**src/rtl/shift_pkg.sv**
```systemverilog
// Shared types and constants for the two-stage pipelined shifter.
package shift_pkg;

  localparam int unsigned WIDTH_DEFAULT = 32;
  localparam int unsigned TAG_W_DEFAULT = 5;
  localparam int unsigned SHAMT_W       = 5;

  typedef enum logic [1:0] {
    SHIFT_SLL  = 2'b00,
    SHIFT_SRA  = 2'b01,
    SHIFT_SRL  = 2'b10,
    SHIFT_PASS = 2'b11
  } shift_op_e;

  // Stage-A payload: partially shifted data plus what stage B still needs.
  typedef struct packed {
    logic [WIDTH_DEFAULT-1:0] data;
    logic [2:0]               shamt_lo;
    shift_op_e                op;
    logic [TAG_W_DEFAULT-1:0] tag;
  } stage_a_t;

endpackage

```
**src/rtl/shift_stage.sv**
```systemverilog
// Combinational fixed-amount conditional shifter; one rung of the log shifter.
module shift_stage
  import shift_pkg::*;
#(
  parameter int unsigned WIDTH = WIDTH_DEFAULT,
  parameter int unsigned AMT   = 1
) (
  input  logic [WIDTH-1:0] i_data,
  input  logic             i_en,
  input  shift_op_e        i_op,
  output logic [WIDTH-1:0] o_data
);

  always_comb begin
    o_data = i_data;
    if (i_en) begin
      unique case (i_op)
        SHIFT_SLL:  o_data = i_data << AMT;
        // MSB is the original sign at every rung, since SRA never alters it.
        SHIFT_SRA:  o_data = {{AMT{i_data[WIDTH-1]}}, i_data[WIDTH-1:AMT]};
        SHIFT_SRL:  o_data = i_data >> AMT;
        SHIFT_PASS: o_data = i_data;
        default:    o_data = i_data;
      endcase
    end
  end

endmodule

```
**src/rtl/shift_pipe.sv**
```systemverilog
// Two-stage pipelined 32-bit shifter with valid/ready handshake and tag pass-through.
module shift_pipe
  import shift_pkg::*;
#(
  parameter int unsigned WIDTH = WIDTH_DEFAULT,
  parameter int unsigned TAG_W = TAG_W_DEFAULT
) (
  input  logic               clock,
  input  logic               reset,
  input  logic               in_valid,
  output logic               in_ready,
  input  logic [WIDTH-1:0]   in_data,
  input  logic [SHAMT_W-1:0] in_shamt,
  input  logic [1:0]         in_op,
  input  logic [TAG_W-1:0]   in_tag,
  output logic               out_valid,
  input  logic               out_ready,
  output logic [WIDTH-1:0]   out_data,
  output logic [TAG_W-1:0]   out_tag
);

  logic             r_valid_a;
  stage_a_t         r_a;
  logic             r_valid_b;
  logic [WIDTH-1:0] r_data_b;
  logic [TAG_W-1:0] r_tag_b;

  logic             w_adv_a;
  logic             w_adv_b;
  shift_op_e        w_op;
  logic [WIDTH-1:0] w_s16;
  logic [WIDTH-1:0] w_s8;
  logic [WIDTH-1:0] w_s4;
  logic [WIDTH-1:0] w_s2;
  logic [WIDTH-1:0] w_s1;
  stage_a_t         w_a_next;

  assign w_adv_b  = !r_valid_b || out_ready;
  assign w_adv_a  = !r_valid_a || w_adv_b;
  assign in_ready = w_adv_a;
  assign w_op     = shift_op_e'(in_op);

  shift_stage #(.WIDTH(WIDTH), .AMT(16)) u_s16 (
    .i_data (in_data),
    .i_en   (in_shamt[4]),
    .i_op   (w_op),
    .o_data (w_s16)
  );

  shift_stage #(.WIDTH(WIDTH), .AMT(8)) u_s8 (
    .i_data (w_s16),
    .i_en   (in_shamt[3]),
    .i_op   (w_op),
    .o_data (w_s8)
  );

  always_comb begin
    w_a_next          = '0;
    w_a_next.data     = w_s8;
    w_a_next.shamt_lo = in_shamt[2:0];
    w_a_next.op       = w_op;
    w_a_next.tag      = in_tag;
  end

  always_ff @(posedge clock) begin
    if (reset) begin
      r_valid_a <= 1'b0;
      r_a       <= '0;
    end else if (w_adv_a) begin
      // adv_a already holds here, so the accept condition reduces to in_valid.
      r_valid_a <= in_valid;
      r_a       <= w_a_next;
    end
  end

  shift_stage #(.WIDTH(WIDTH), .AMT(4)) u_s4 (
    .i_data (r_a.data),
    .i_en   (r_a.shamt_lo[2]),
    .i_op   (r_a.op),
    .o_data (w_s4)
  );

  shift_stage #(.WIDTH(WIDTH), .AMT(2)) u_s2 (
    .i_data (w_s4),
    .i_en   (r_a.shamt_lo[1]),
    .i_op   (r_a.op),
    .o_data (w_s2)
  );

  shift_stage #(.WIDTH(WIDTH), .AMT(1)) u_s1 (
    .i_data (w_s2),
    .i_en   (r_a.shamt_lo[0]),
    .i_op   (r_a.op),
    .o_data (w_s1)
  );

  always_ff @(posedge clock) begin
    if (reset) begin
      r_valid_b <= 1'b0;
      r_data_b  <= '0;
      r_tag_b   <= '0;
    end else if (w_adv_b) begin
      r_valid_b <= r_valid_a;
      r_data_b  <= w_s1;
      r_tag_b   <= r_a.tag;
    end
  end

  assign out_valid = r_valid_b;
  assign out_data  = r_data_b;
  assign out_tag   = r_tag_b;

endmodule
```
**config.mk**
```make
export PLATFORM = sky130hd
export DESIGN_NAME = shift_pipe
export DESIGN_NICKNAME = d
export VERILOG_FILES = /design/src/rtl/shift_pkg.sv /design/src/rtl/shift_stage.sv /design/src/rtl/shift_pipe.sv
export SDC_FILE = /design/constraint.sdc
export NUM_CORES = 1
export LEC_CHECK = 0
export ABC_AREA = 1
export CORE_MARGIN = 2
export CORE_UTILIZATION = 60
export CTS_CLUSTER_DIAMETER = 80
export DETAILED_ROUTE_END_ITERATION = 8
export GPL_TIMING_DRIVEN = 0
export PLACE_DENSITY = 0.91
export SLEW_MARGIN = 25
export SYNTH_ARGS = -nofsm -noshare
export SYNTH_HDL_FRONTEND = slang
export SYNTH_HIERARCHICAL = 1
export SYNTH_SLANG_ARGS = --single-unit
export TNS_END_PERCENT = 1
```
**constraint.sdc**
```tcl
create_clock -name clock -period 4.5 [get_ports clock]
set_clock_uncertainty 0.05 [all_clocks]
set_input_delay 1.35 -clock clock [delete_from_list [all_inputs] [get_ports clock]]
set_output_delay 1.35 -clock clock [all_outputs]
set_load 0.01 [all_outputs]
```
==> impl_summary.md <==
Synth
After synthesis, the mean cell area works out to 5.781 um2. The number of flip-flops and latches in the synthesized netlist is 81. The sequential cell area fraction in the yosys report is 0.2237. The cell count after synthesis came out at 1254. Counting flops with an async set or reset pin after synthesis yields a share of 0. The largest area contributor in the synthesized netlist is nand2_1. During synthesis, Yosys emitted a total of 6 warnings.

Yosys attributes the largest share of cell area to nand2_1 29%, dfxtp_1 22%, nand3_2 13%, nor2_1 8.5%, nand3_1 8.1%. The portion of synthesized cell area occupied by the leading cell type is 0.2925. For this run, the leading register cell type out of synthesis is dfxtp_1. Summing every instance area after synthesis gives roughly 7200 um2. The count of different cell masters after synthesis is 23. In this run, synthesis inferred 0 flip-flops with an integrated enable.

The number of nets handed over by synthesis was 1302.

Finish
The net count of the finished layout is 1397. The top cell types in the final layout, fill and taps aside, are 565 x nand2_1, 165 x nor2_1, 118 x nand3_1. The commonest non-fill, non-tap cell in the layout is nand2_1. The finished layout cell area is 8566 um2. The repair_antennas step left the layout with diodes totalling 0. Once layout is complete, the cells apart from fillers number about 1500. Relative to the synthesized area, the layout overhead comes to 18.16%.

The ratio of cells with drive above 1 in the final layout is 0.1566.

Die
The placement row count is 40. Pin placement for this block handled 87 I/O pins. The floorplan step set the die width to 113.9 um. The effective utilization at floorplan is 0.6086. The overall die height is 113.9 um.

The total area inside the core boundary comes to 11910 um2. The area of the die is about 13000 um2.

Min path
The worst hold path cell count is 2. The startpoint identified for the worst hold timing path is r_a[0]$_SDFFE_PP0P_. The min-delay analysis places its worst path in the category reg2reg. The hold path endpoint is out_tag[0]$_SDFFE_PP0P_.

STA
For the pin with the worst max-slew slack, the measured transition is 0.7546 ns. Setup repair after global routing left no endpoint under its margin. The headroom to the max-slew limit is 0.4963. The max-slew violation total from the final report is 0. The minimum clock period after layout is about 4.3 ns. The share of the clock period used by the worst path is 0.9652. The number of setup violations in the final report is 0. For this run, the top clock speed supported by timing is 0.2302 GHz. The total negative slack for setup checks is 0 ns. The number of hold violations in the final report is 0.

Global route
The global-route total usage across every layer is 0.3269. The initial antenna violation count is 0. The via count of the first global-routing pass is 7486. Entering global routing, the biggest net connects 16 pins. The final global-route overflow total is 0. The first global-routing pass estimated ~35000 um of wire.

Power
The net switching fraction of the power is 0.3567. The reported net switching power is a little over 800 uW. The share of total power dissipated in the clock network is 0.309. The part of the total power dissipated in combinational logic is 0.329.

The power density normalized to cell area is 267.2 nW/um2. The analysis attributes to cell leakage a power of about 0.0046 uW. The share of total power dissipated in sequential elements is 0.362. The internal power is 1472 uW. VDD sags by at most approximately 0.18 mV.

Clock tree
After clock tree synthesis, the clock-pin slew on the worst setup and hold paths is about 0.060 ns. The number of gates resized after CTS was 0. Buffers inserted during clock tree synthesis total 9. The number of buffers on the longest clock path is 2. The clock insertion delay at the later pin of the skew report is between 0.3 and 0.4 ns. The clock tree from TritonCTS is yes. Clock tree synthesis found a total of 81 sinks. The post-CTS setup repair buffer count is 0. For this design, the CTS-stage hold fixing added 0 buffers.

The clock tree synthesis step divided the H-tree into 3 levels. CTS placed an instance of clkbuf_16 at the clock tree root.

Worst setup path
The worst setup path is of the in2out kind. STA puts the critical path data arrival time at 2.94 ns. The worst setup path is captured at an output port. The length in cells of the worst reg-to-reg path is 15. The end of the worst register-to-register path is out_data[1]$_SDFFE_PP0P_. The reg-to-reg critical path startpoint is r_a[5]$_SDFFE_PP0P_. STA classifies the critical path startpoint as a primary input. The internal reg-to-reg setup slack is 1.89 ns. The largest fanout of any net on the critical path is 10. For the worst setup path, the data required time is 3.10 ns.

Routing
After detailed routing, the average wire length per cell comes to 13.90 um. The detail route stage leaves a number of antenna-violating nets equal to 0. The total via count in the routed design is 8325. Dividing the detail-routed via count by the number of cells gives approximately 5.5.

In the routed design, unresolved DRC markers number 0. Summed over all layers, the routed wires come to about 21000 um. The count of TritonRoute iterations in the first routing pass is 7. The number of DRC markers after the initial detailed-route iteration is 922.

Place
The global placement routability congestion is ~1. Summing all placed instances gives a cell area of 8274 um2. The sum of net half-perimeters after detailed placement is 16020 um.

Input and output buffers added on the ports amount to between 80 and 90. The total instance count after detailed placement is 1485.

Flow run
The count of maximum capacitance violations is 0.

Run status
The flow ran to the end, and the final reports show no timing, DRC or antenna violations.
==> power by group through the flow <==
stage	clock [uW]	sequential (uW)	combinational, uW
global placement	0	841	720
global route	740	835	830
detailed placement	0	842	733
CTS	708	827	738
floorplan	0	838	501
finish	707	829	752
==> how the worst max path moves through the flow <==
stage | from | slack [ns] | to | cells after the start
after floorplan | out_ready | 1.33 | in_ready | 4
after global placement | out_ready | 0.18 | in_ready | 6
after detailed placement | out_ready | 0.16 | in_ready | 6
after CTS | out_ready | 0.15 | in_ready | 6
after global routing | out_ready | 0.11 | in_ready | 6
final | out_ready | 0.16 | in_ready | 6
==> per-layer routing <==
metal,GRT usage,wire (um),up-vias,share of wire
met3,0.05101,1912,76,0.092
met1,0.4311,8656,3722,0.41
met5,0,0,-,0
met4,0.1488,755,0,0.036
li1,-,-,4097,-
met2,0.5274,9545,430,0.46
==> Yosys cell counts (10+ instances only) <==
cell / instances
buf_6: 12
buf_2: 26
nand3_1: 118
nor2_1: 165
nand2_1: 565
o21ai_0: 34
nand2_2: 10
dfxtp_1: 81
buf_4: 29
inv_1: 64
o21ai_1: 18
nand3_2: 91
==> registers in the layout, summed over array words and instances (netlist names) <==
signal     cells
out_data      32
out_tag        5
out_valid      1
r_a           42
r_valid_a      1
==> stage by stage <==
| stage | hold WS (ns) | setup WS (ns) | power [uW] | utilization |
|---|---|---|---|---|
| final | 0.4343 | 0.1564 | 2289 | 0.7191 |
| after global routing | 0.4657 | 0.1136 | 2404 | 0.7191 |
| after CTS | 0.4385 | 0.1511 | 2274 | 0.7191 |
| after detailed placement | 0.4233 | 0.1582 | 1575 | 0.6946 |
| after global placement | 0.4136 | 0.1823 | 1560 | 0.6946 |
| after floorplan | 0.4047 | 1.333 | 1339 | - |
==> layout make-up <==
cell class	instances	area (um2)
Clock inverter	6	52.55
Inverter	75	289.0
Fill cell	1040	3346
Buffer	80	608.1
Tap cell	147	183.9
Multi-Input combinational cell	1018	4731
Clock buffer	10	239.0
Sequential cell	81	1622
Timing Repair Buffer	84	840.8
==> critical path, cell delays in order <==
cell and delay, ns:
clkdlybuf4s50_1 0.49, inv_2 0.05, nand3_2 0.12, buf_4 0.22
buf_6 0.17, clkdlybuf4s50_1 0.54
==> kinds of logic (layout without fill, tap and decap cells) <==
logic type      count (synthesis)  after routing  share of synthesized area
simple gates                  961            961                     0.6132
buf+inv                       155            255                     0.1237
flops                          81             81                     0.2237
compound gates                 57             57                    0.03935
Note: power is estimated with default switching activity, not from simulation.
